### config.mk
export PLATFORM = sky130hd
export DESIGN_NAME = spec_uart_rx
export DESIGN_NICKNAME = d
export VERILOG_FILES = /design/src/rtl/tsp_io_pkg.sv /design/src/rtl/spec_byte_fifo.sv /design/src/rtl/spec_uart_rx.sv
export SDC_FILE = /design/constraint.sdc
export NUM_CORES = 1
export LEC_CHECK = 0
export BUFFER_PORTS_ARGS = -buffer_cell sky130_fd_sc_hd__clkbuf_2
export CORE_ASPECT_RATIO = 0.8
export CORE_UTILIZATION = 38
export DETAILED_ROUTE_END_ITERATION = 16
export PLACE_DENSITY_LB_ADDON = 0.2
export SETUP_SLACK_MARGIN = 0.02
export SLEW_MARGIN = 20
export SYNTH_ARGS = -nofsm -noshare
export SYNTH_HDL_FRONTEND = slang
export SYNTH_SLANG_ARGS = --single-unit
### constraint.sdc
create_clock -name clk -period 4 [get_ports clk]
set_input_delay 0.8 -clock clk [delete_from_list [all_inputs] [get_ports clk]]
set_output_delay 0.8 -clock clk [all_outputs]
set_load 0.02 [all_outputs]
### src/rtl/tsp_io_pkg.sv
// Shared definitions for the TSP solver serial front end: ASCII constants and
// the UART receive state encoding.
package tsp_io_pkg;

    localparam logic [7:0] ASCII_CR = 8'h0D;
    localparam logic [7:0] ASCII_LF = 8'h0A;

    typedef enum logic [1:0] {
        RX_IDLE  = 2'd0,
        RX_START = 2'd1,
        RX_DATA  = 2'd2,
        RX_STOP  = 2'd3
    } rx_state_t;

endpackage

### src/rtl/spec_byte_fifo.sv
// Synchronous byte FIFO with wrap-bit pointers; a pop frees the slot a same-cycle
// push may take, so a full FIFO accepts a push when it is also popped.
module spec_byte_fifo #(
    parameter int DEPTH_BITS = 4
) (
    input  logic                clk,
    input  logic                rst,
    input  logic                push,
    input  logic [7:0]          push_data,
    input  logic                pop,
    output logic [7:0]          head,
    output logic                full,
    output logic                empty,
    output logic [DEPTH_BITS:0] level
);

    localparam int DEPTH = 2 ** DEPTH_BITS;

    logic [7:0]          mem [DEPTH];
    logic [DEPTH_BITS:0] wr_ptr;
    logic [DEPTH_BITS:0] rd_ptr;
    logic                do_push;
    logic                do_pop;

    assign level   = wr_ptr - rd_ptr;
    assign full    = (level == (DEPTH_BITS + 1)'(DEPTH));
    assign empty   = (level == '0);
    assign do_pop  = pop & ~empty;
    assign do_push = push & (~full | do_pop);
    assign head    = mem[rd_ptr[DEPTH_BITS-1:0]];

    always_ff @(posedge clk) begin
        if (rst) begin
            wr_ptr <= '0;
            rd_ptr <= '0;
        end else begin
            if (do_push) wr_ptr <= wr_ptr + 1'b1;
            if (do_pop)  rd_ptr <= rd_ptr + 1'b1;
        end
    end

    // Storage needs no reset: pointers alone define what is valid.
    always_ff @(posedge clk) begin
        if (do_push) mem[wr_ptr[DEPTH_BITS-1:0]] <= push_data;
    end

endmodule

### src/rtl/spec_uart_rx.sv
// 8N1 UART receiver feeding tsp: synchroniser, RX FSM, CR/LF normalisation,
// byte FIFO and a strobed output stage that never issues back-to-back bytes.
module spec_uart_rx
    import tsp_io_pkg::*;
#(
    parameter int CLKS_PER_BIT    = 868,
    parameter int FIFO_DEPTH_BITS = 4
) (
    input  logic                     clk,
    input  logic                     rst,
    input  logic                     rx,
    input  logic                     ready_to_read,
    output logic [7:0]               specdata,
    output logic                     has_specdata,
    output logic                     overflow,
    output logic                     frame_err,
    output logic [FIFO_DEPTH_BITS:0] fifo_level
);

    localparam int BW = $clog2(CLKS_PER_BIT);
    localparam logic [BW-1:0] BAUD_MAX = BW'(CLKS_PER_BIT - 1);
    localparam logic [BW-1:0] HALF_MAX = BW'(CLKS_PER_BIT / 2 - 1);

    logic            sync1, sync2;
    rx_state_t       state;
    logic [BW-1:0]   baud_cnt;
    logic [2:0]      bit_cnt;
    logic [7:0]      shift;
    logic            stop_wait;
    logic            byte_valid;
    logic [7:0]      rx_byte;
    logic            last_was_cr;

    logic            push;
    logic [7:0]      push_data;
    logic            pop;
    logic [7:0]      head;
    logic            full;
    logic            empty;

    always_ff @(posedge clk) begin
        if (rst) begin
            sync1 <= 1'b1;
            sync2 <= 1'b1;
        end else begin
            sync1 <= rx;
            sync2 <= sync1;
        end
    end

    always_ff @(posedge clk) begin
        if (rst) begin
            state      <= RX_IDLE;
            baud_cnt   <= '0;
            bit_cnt    <= '0;
            shift      <= '0;
            stop_wait  <= 1'b0;
            byte_valid <= 1'b0;
            rx_byte    <= '0;
            frame_err  <= 1'b0;
        end else begin
            byte_valid <= 1'b0;
            case (state)
                RX_IDLE: begin
                    baud_cnt <= '0;
                    if (!sync2) state <= RX_START;
                end
                RX_START: begin
                    if (baud_cnt == HALF_MAX) begin
                        baud_cnt <= '0;
                        bit_cnt  <= '0;
                        state    <= sync2 ? RX_IDLE : RX_DATA;
                    end else begin
                        baud_cnt <= baud_cnt + 1'b1;
                    end
                end
                RX_DATA: begin
                    if (baud_cnt == BAUD_MAX) begin
                        baud_cnt <= '0;
                        shift    <= {sync2, shift[7:1]};
                        bit_cnt  <= bit_cnt + 1'b1;
                        if (bit_cnt == 3'd7) state <= RX_STOP;
                    end else begin
                        baud_cnt <= baud_cnt + 1'b1;
                    end
                end
                RX_STOP: begin
                    // After a bad stop bit, hold here until the line returns high.
                    if (stop_wait) begin
                        if (sync2) begin
                            stop_wait <= 1'b0;
                            state     <= RX_IDLE;
                        end
                    end else if (baud_cnt == BAUD_MAX) begin
                        baud_cnt <= '0;
                        if (sync2) begin
                            byte_valid <= 1'b1;
                            rx_byte    <= shift;
                            state      <= RX_IDLE;
                        end else begin
                            frame_err <= 1'b1;
                            stop_wait <= 1'b1;
                        end
                    end else begin
                        baud_cnt <= baud_cnt + 1'b1;
                    end
                end
                default: state <= RX_IDLE;
            endcase
        end
    end

    // tsp ends lines on CR only: CRLF collapses to CR, a lone LF becomes CR.
    always_comb begin
        push      = 1'b0;
        push_data = rx_byte;
        if (byte_valid) begin
            if (rx_byte == ASCII_LF) begin
                push      = ~last_was_cr;
                push_data = ASCII_CR;
            end else begin
                push = 1'b1;
            end
        end
    end

    assign pop = ~empty & ready_to_read & ~has_specdata;

    spec_byte_fifo #(
        .DEPTH_BITS (FIFO_DEPTH_BITS)
    ) u_fifo (
        .clk       (clk),
        .rst       (rst),
        .push      (push),
        .push_data (push_data),
        .pop       (pop),
        .head      (head),
        .full      (full),
        .empty     (empty),
        .level     (fifo_level)
    );

    always_ff @(posedge clk) begin
        if (rst) begin
            last_was_cr  <= 1'b0;
            overflow     <= 1'b0;
            has_specdata <= 1'b0;
            specdata     <= '0;
        end else begin
            if (byte_valid) last_was_cr <= (rx_byte == ASCII_CR);
            if (push && full && !pop) overflow <= 1'b1;
            has_specdata <= pop;
            if (pop) specdata <= head;
        end
    end

endmodule

# --- Word level (Yosys, flattened, before mapping) ---
# Memories as Yosys holds them, arrays and structs flattened. A register that Yosys moved wholly into a read port is not among the register bits.
# Index checks and enable logic that the tools add are counted.
op_classes:
  add_sub_neg: 5
  n_eq_ne: 15
  n_mux: 26
  n_bitwise: 13
  n_reduce_logical: 12
op_table:
  columns: ["cell", "count"]
  rows:
  - ["10-bit case mux with 4 select lines", 1]
  - ["10-bit two-way mux", 3]
  - ["8-bit by 4-bit == test with 1-bit output, second input constant", 2]
  - ["2-bit two-way mux", 8]
  - ["8-bit two-way mux", 2]
  - ["10-bit by 1-bit adder with 10-bit output, second input constant", 1]
  - ["5-bit by 1-bit adder with 5-bit output, second input constant", 2]
  - ["10-bit == test, second input constant", 1]
  - ["10-bit by 9-bit == test with 1-bit output, second input constant", 1]
  - ["2-bit != test, second input constant", 5]
  - ["1-bit two-way mux", 8]
  - ["1-bit NOT", 8]
  - ["2-bit case mux with 4 select lines", 1]
  - ["4-bit AND reduction", 2]
  - ["3-bit two-way mux", 2]
  - ["3-bit case mux with 2 select lines", 1]
  - ["5-bit == test, second input constant", 1]
  - ["5-bit zero test", 1]
  - ["5-bit AND reduction", 1]
  - ["5-bit subtractor", 1]
  - ["1-bit AND", 4]
  - ["2-bit == test, second input constant", 2]
  - ["4-bit OR reduction", 1]
  - ["3-bit by 1-bit adder with 3-bit output, second input constant", 1]
  - ["10 further kinds", 11]
word_totals:
  register_bits: 49
  ram_bits: 128
  in_bits: 4
  out_inout_bits: 16
  wordCells: 87
  mem_count: 1
memory_table:
  columns: ["name", "depth", "width", "read_ports", "rd_ports_with_merged_regs", "wr", "line", "rtl"]
  rows:
  - ["u_fifo.mem", 16, 8, 1, 1, 1, "spec_byte_fifo.sv:19", "logic [7:0] mem [DEPTH];"]

# --- Logic depth before layout (Yosys ltp) ---
# Gate-level depths: netlist of run 1.
depth:
  depth_word: 10
  mapped_depth: 11

# --- Cells and area by module ---
# From an unflattened synthesis of run 1, not the netlist that was laid out.
unflattened:
  hier_cells: 549
  hier_area_um2: 7990.2
by_module_without_submodules:
  columns: ["module", "instances", "cells_each", "area_per_inst_um2"]
  rows:
  - ["spec_byte_fifo", 1, 289, 5735.5]
  - ["spec_uart_rx", 1, 260, 2254.7]

# --- Least setup slack after synthesis of run 1 ---
# No wires, ideal clock.
synth_path:
  kind: "reg2reg"
  startpoint: "register u_fifo.rd_ptr[2]"
  endpoint: "register u_fifo.wr_ptr[4]"
  setup_ns: 0.123
  arrival_ns: 3.114
  slack_ns: 0.763
  path_stages_with_launch: 11
  path_buffers: 3
  period_less_slack_ns: 3.237
  path_cell_list: "dfxtp_1 clkbuf_1 clkbuf_1 inv_1 ha_1 xnor2_2 and4bb_1 or2_1 buf_6 a31oi_1 mux2_1"
synth_via:
  elab_chain_cells: 8
  word_cells_on_any_way: 10
  cone_classes: "add/sub (1); eq/ne (1); bitwise (7); reduce/logical (1)"
synth_lines:
  columns: ["element", "line", "rtl"]
  rows:
  - ["from (decl)", "spec_byte_fifo.sv:21", "logic [DEPTH_BITS:0] rd_ptr;"]
  - ["from (signal assigned)", "spec_byte_fifo.sv:38", "if (do_pop) rd_ptr <= rd_ptr + 1'b1;"]
  - ["5-bit subtractor *", "spec_byte_fifo.sv:25", "assign level = wr_ptr - rd_ptr;"]
  - ["net fifo_level[2]", "spec_uart_rx.sv:17", "output logic [FIFO_DEPTH_BITS:0] fifo_level"]
  - ["5-bit zero test", "spec_byte_fifo.sv:27", "assign empty = (level == '0);"]
  - ["1-bit NOT", "spec_byte_fifo.sv:28, spec_uart_rx.sv:127", null]
  - ["1-bit AND (2 in a row)", "spec_uart_rx.sv:127", "assign pop = ~empty & ready_to_read & ~has_specdata;"]
  - ["1-bit AND", "spec_byte_fifo.sv:28", "assign do_pop = pop & ~empty;"]
  - ["1-bit bitwise OR *", "spec_byte_fifo.sv:29", "assign do_push = push & (~full | do_pop);"]
  - ["1-bit AND *", "spec_byte_fifo.sv:29", null]
  - ["to (signal assigned)", "spec_byte_fifo.sv:37", "if (do_push) wr_ptr <= wr_ptr + 1'b1;"]
  - ["to (decl)", "spec_byte_fifo.sv:20", "logic [DEPTH_BITS:0] wr_ptr;"]
# Mark *: on every way through the listed nets, which the timed path passes. The rest lies on a longest branch.
# A chain may end at the register's enable or synchronous reset.

# --- Final worst setup path of run 1 ---
layout_path:
  startpoint: "register u_fifo.wr_ptr[0]"
  endpoint: "output port fifo_level[4]"
layout_via:
  elab_chain_cells: 1
layout_lines:
  columns: ["element", "line"]
  rows:
  - ["5-bit subtractor", "spec_byte_fifo.sv:25"]
  - ["to (decl)", "spec_uart_rx.sv:17"]
# Every way passes these cells.

==> results of run 1 <==
[cell usage after synthesis, types with 2 or more instances]
master and number:
a211o_1 2, nand2b_1 12, o2111ai_1 3, inv_1 13, nand2_1 32, buf_6 3
mux2i_1 13, and4_1 2, mux2_1 3, and3_1 14, a41oi_1 2, nor3_1 2
mux2_2 5, edfxtp_1 128, or2_2 4, o21ai_0 3, mux4_2 32, clkbuf_1 22
nor2_1 48, nand3_1 32, o211ai_1 7, nand4_1 4, nor4b_1 2, and2_1 5
xor2_1 8, ha_1 13, xnor2_1 4, a211oi_1 2, nor2b_1 17, a21oi_1 22
dfxtp_1 57, o22ai_1 14, a31oi_1 6, buf_2 8, nand3b_1 2, nor3b_1 2
[per-layer routing]
metal	track usage (%)	part of all wire [%]	vias to the layer above
met5	0	0	-
met4	5.22	1.1	0
met3	5.11	7.2	20
met2	29.1	47	167
met1	24.6	45	2378
li1	-	-	2158
[logic make-up (layout without fill, tap and decap cells)]
group | count (synthesis) | count (layout)
muxes | 53 | 53
xor gates and xnor gates | 13 | 13
AOI/OAI and AO/OA | 66 | 66
DFF | 185 | 185
and+or+nand+nor | 187 | 187
buffers and inverters | 46 | 76
adders and majority gates | 14 | 14
[path summary, 6_finish.rpt]
check                        start          endpoint  slack, ns  depth (start not counted)
hold / removal               sync1             sync2       0.41                          1
hold reg to reg              sync1             sync2       0.41                          1
setup / recovery  u_fifo.wr_ptr[0]     fifo_level[4]       0.46                          9
setup reg to reg  u_fifo.wr_ptr[0]  u_fifo.mem[2][1]       0.62                          8
[worst max-delay path: cells and delay by family, from the launching register on]
family / cells / cell delay (ns)
simple gates: 1 / 0.17
fa+ha+maj: 2 / 0.65
compound gates: 1 / 0.15
buf+inv: 4 / 0.85
xor+xnor: 1 / 0.08
flops: 1 / 0.41
[state kept, by name (all words and copies together) (netlist names), named ones only]
register and flops:
u_fifo.mem 128, stop_wait 1, rx_byte 8, sync2 1, sync1 1, u_fifo.wr_ptr 5, shift 8, overflow 1
last_was_cr 1, byte_valid 1, has_specdata 1, specdata 8, state 1, frame_err 1, bit_cnt 3, baud_cnt 10
u_fifo.rd_ptr 5
[metrics by stage]
| stage | std cells | hold WS, ns | util [%] |
|---|---|---|---|
| 6_report | 858 | 0.411 | 43.8 |
| 5_1_grt | 858 | 0.433 | 43.8 |
| 4_1_cts | 858 | 0.412 | 43.8 |
| 3_5_place_dp | 826 | 0.394 | 40.9 |
| 3_3_place_gp | 826 | 0.400 | 40.9 |
| 2_1_floorplan | 564 | 0.389 | - |
[area by class of cell]
| class | count | area, sq um | area share (%) |
|---|---|---|---|
| Clock inverter | 15 | 159 | 1.81 |
| Sequential cell | 185 | 4990 | 56.8 |
| Multi-Input combinational cell | 333 | 2650 | 30.1 |
| Timing Repair Buffer | 31 | 185 | 2.11 |
| Clock buffer | 17 | 425 | 4.85 |
| Tap cell | 264 | 330 | 3.76 |
| Inverter | 13 | 48.8 | 0.556 |
[power by group through the flow]
stage	Combinational [W]	Sequential (W)	Clock, W
after floorplan	0.000649	0.00215	0
final	0.000864	0.00208	0.00163
after global placement	0.000848	0.00212	0
after CTS	0.000859	0.00208	0.00167
after global routing	0.000934	0.00209	0.00174
after detailed placement	0.000858	0.00213	0
==> metrics.txt, run 1 <==
row cnt 46; Detailed Routing Iterations Pass 1 6; I/O Buffers 19; Detailed Route WL 18,100 um; RSZ-0062 raised after global routing no; total gr overflow 0; most frequent cells in the layout edfxtp_1 (128), dfxtp_1 (56), nor2_1 (48); final setup margin roughly 0.46 ns; worst slew pin tran slightly below 1 ns; Final setup viols 0; Reg power frac a little under half; setup TNS 0 ns; Clock Power Share a little over a third; Psw roughly 0.0014 W; synthesized area per cell 13.9 sq um; clock sink total between 150 and 200; Global Route Usage Sum ~18%; Critical Path AT 2.74 ns; Period minus WS final roughly 3.5 ns; CORE AREA about 20,000 sq um; PwrDens 522 nW/um^2; Post-CTS Hold Fix Bufs 0; top cell type by total area after synthesis edfxtp_1; postcts setup bufs 0; first-pass GRT wire length about 28,000 um; Pins Over Slew Limit 0; Post-Synth XOR/XNOR Area about 1.5%; remaining antenna violation count 0; clock root buffer clkbuf_16; Synth Warn # 0; Ports 20; #FFs+latches synth between 150 and 200; post-synthesis compound-gate area fraction roughly 5.4%; GP Congestion a little under 0.9; status complete, no violations; top_reg_cell synth edfxtp_1; part of the Yosys area used for sequential elements a little under two thirds; VDD IR max between 0.0002 and 0.0003 V; post-CTS resize count 0; Routed WL per cell approximately 21 um; combinational power share between 10% and 20%; cell area after layout approximately 8800 sq um; Layout Area Growth over Synthesis 12.1%; via/cell ratio approximately 5.5; Syn Inst Count 564; leakage power 2.98 nW; Worst Skew roughly 0.011 ns; Fin. Hold Viols 0; layout cell share with drive strength beyond 1 between 10% and 20%; Synth async-reset ratio 0%; initial antenna violation count 0; Sw Share about 30%; vias in the first global route approximately 4,600; H-tree depth 4; Worst Path Max Fanout 14; post-synthesis mux area share approximately 12%; number of synthesized flops with an enable pin ~130; CTS Buf Count 17; Ant. Diodes 0; dpl ws roughly 0.64 ns; syn_nets slightly below 600; slew margin rel. 35.9%; dpl cell area a little over 8000 sq um; Initial Utilization 39.1%; die area roughly 21,000 sq um; Synth Area in Simple Gates 12.5%; Fill cells ~1,800; Mapped Area 7840 sq um; vias approximately 4,700; crit start category flip-flop; Worst setup EP type primary output; adder-cell share of the synthesized area ~2.3%; Final HPWL DP approximately 12,000 um; Area contributors post-synth edfxtp_1 (49%), dfxtp_1 (15%), mux4_2 (9.2%); MaxCap Viol Count 0; Die Y around 130 um; P_int approximately 0.0032 W; Die X around 160 um; WS Path Type flip-flop to primary output; Distinct cells, synth 52; drc violations 0; Max stage delay on crit path about 0.43 ns; nets approximately 600; DR iter-0 viols around 370; Reg clk slew, reported paths roughly 0.070 ns; Worst-Skew Late Latency 0.43 ns; CP most frequent cell inv_1; largest family of logic cells by synthesized area simple AND/OR/NAND/NOR gates; Hold WC Path Type flip-flop to flip-flop; Tot Pwr roughly 0.0046 W; fmax ~280 MHz; area share of the largest cell type after synthesis between 40% and 50%; Critical Path RT between 3 and 4 ns; final period utilization 88.5%; Slowest cell on crit path fa_1; most common cell after layout, fill and taps aside edfxtp_1; CTS max path bufs 2; CTS tree done; critical path cell sequence inv_1 > ha_1 > fa_1 > nand2b_1 > a21oi_1 > xor2_1 > buf_4 > inv_1 > clkbuf_2; largest net degree at the start of global routing 50
No activity file was read; power rests on OpenSTA's default activity.
==> run 2: changes to the inputs <==
--- a/config.mk
+++ b/config.mk
@@ -7,7 +7,7 @@
 export LEC_CHECK = 0
 export BUFFER_PORTS_ARGS = -buffer_cell sky130_fd_sc_hd__clkbuf_2
 export CORE_ASPECT_RATIO = 0.8
-export CORE_UTILIZATION = 38
+export CORE_UTILIZATION = 32
 export DETAILED_ROUTE_END_ITERATION = 16
 export PLACE_DENSITY_LB_ADDON = 0.2
 export SETUP_SLACK_MARGIN = 0.02
==> run 2 against run 1 <==
Sequential power is essentially flat. Critical path depth stayed put. Non-clock buffer count up 2. Global-route usage shrank 3.1 points. Cell count grew 5.8%. Combinational power barely moved. Final area increased by 1.3%. Clock skew up 0.0044 ns. First-iteration DRC count fell by 16%. Utilization is 6.3 points lower. Via count is 4.1% lower.
==> metrics.txt, run 2 (synthesis results as in run 1) <==
slew margin rel. 42.3%; largest net degree at the start of global routing 39; Initial Utilization around a third; Max stage delay on crit path between 0.4 and 0.5 ns; Worst setup EP type primary output; drc violations 0; post-CTS resize count 0; nets between 600 and 700; CP most frequent cell inv_1; Layout Area Growth over Synthesis 13.5%; Die X between 150 and 200 um; postcts setup bufs 0; family with the most delay on the worst path buffers and inverters; Ports 20; first-pass GRT wire length 27,800 um; die area between 20,000 and 30,000 sq um; Die Y between 100 and 150 um; Fin. Hold Viols 0; Final setup viols 0; final period utilization between 80% and 90%; Detailed Route WL around 18,000 um; clock root buffer clkbuf_16; critical path cell sequence inv_1 > ha_1 > fa_1 > nand2b_1 > a21oi_1 > xor2_1 > buf_4 > inv_1 > clkbuf_2; CTS Buf Count 17; Post-CTS Hold Fix Bufs 0; worst r2r src u_fifo.wr_ptr[0]; Critical Path AT ~2.8 ns; MaxCap Viol Count 0; PwrDens approximately 520 nW/um^2; via/cell ratio 4.99; Detailed Routing Iterations Pass 1 5; clock sink total around 190; Finished Layout Cells around 910; hold_sp sync1; Critical Path RT ~3.2 ns; WS Path Type flip-flop to primary output; row cnt 50; Routed WL per cell between 15 and 20 um; H-tree depth 4; I/O Buffers 19; max reg flops approximately 130; Slowest cell on crit path fa_1; vias approximately 4,500; crit start category flip-flop; Worst-Skew Late Latency around 0.44 ns; Worst Skew 0.0153 ns; GP Congestion between 0.8 and 0.9; fmax approximately 280 MHz; vias in the first global route approximately 4,600; VDD IR max 0.000207 V; worst slew pin tran 0.866 ns; Pins Over Slew Limit 0; CORE AREA ~24,000 sq um; RSZ-0062 raised after global routing no; leakage power around 3 nW; Reg clk slew, reported paths ~0.08 ns; Worst Path Max Fanout 14; CTS max path bufs 2; status complete, no violations; most common cell after layout, fill and taps aside edfxtp_1; Ant. Diodes 0; initial antenna violation count 0; dpl ws roughly 0.58 ns; remaining antenna violation count 0; final setup margin 0.450 ns; Crit. Startpoint u_fifo.wr_ptr[0]; total gr overflow 0; CTS tree done; DR iter-0 viols ~310; setup TNS 0 ns; Inst Count DP about 880; CP bufs+invs 4; layout cell share with drive strength beyond 1 a little under a fifth; most frequent cells in the layout edfxtp_1 (128), dfxtp_1 (56), nor2_1 (48); Final HPWL DP 12,500 um; Hold WC Path Type flip-flop to flip-flop; Global Route Usage Sum 15.2%; Period minus WS final around 3.5 ns
## run 2: changes by cell type in the layout (fill, tap and decap cells not counted)
cell,before,now
clkinv_8,3,6
clkinv_4,2,1
clkinvlp_4,2,0
inv_8,3,4
inv_6,5,3
buf_4,12,14
inv_12,0,1
## run 2: worst register-to-register path, delay by kind of cell (launching register included)
kind            cells  cell delay, ns
buf+inv             1            0.12
fa+ha+maj           2            0.65
flops               1            0.40
xor+xnor            1            0.25
simple gates        3            1.09
compound gates      1            0.56
## run 2: power by group
part / total, W / switching (W) / internal, W
Combinational: 0.000866 / 0.000539 / 0.000327
Sequential: 0.00208 / 0.0000268 / 0.00206
Clock: 0.00171 / 0.000855 / 0.000859
## run 2: cell type report
| cell class | count | area (sq um) |
|---|---|---|
| tap | 312 | 390 |
| multi-input combinational | 333 | 2650 |
| timing repair buffer | 33 | 200 |
| fill | 2245 | 14800 |
| clock buffer | 17 | 425 |
| clock inverter | 15 | 194 |
| inverter | 13 | 48.8 |
| sequential | 185 | 4990 |
## run 2: path summary, 6_finish.rpt
path                      endpoint  slack [ns]  depth (start not counted)
hold reg to reg              sync2        0.41                          1
setup reg to reg  u_fifo.mem[7][7]        0.61                          8
setup / recovery     fifo_level[4]        0.45                          9
hold / removal               sync2        0.41                          1
## run 2: metal layers
layer,share of wire (%),track usage (%),wire [um],up-vias
li1,-,-,-,2165
met5,0,0,0,-
met2,47,24.2,8540,97
met3,4.9,3.31,895,8
met4,0.84,3.68,153,0
met1,47,21.0,8570,2261
## run 2: per-stage QoR
step                hold WS [ns]  total power (W)  area, sq um  utilization, %
detailed placement         0.397          0.00300         8270            34.9
global placement           0.400          0.00299         8270            34.9
global route               0.424          0.00487         8890            37.5
CTS                        0.409          0.00471         8890            37.5
finish                     0.409          0.00466         8890            37.5
floorplan                  0.389          0.00280         7840               -
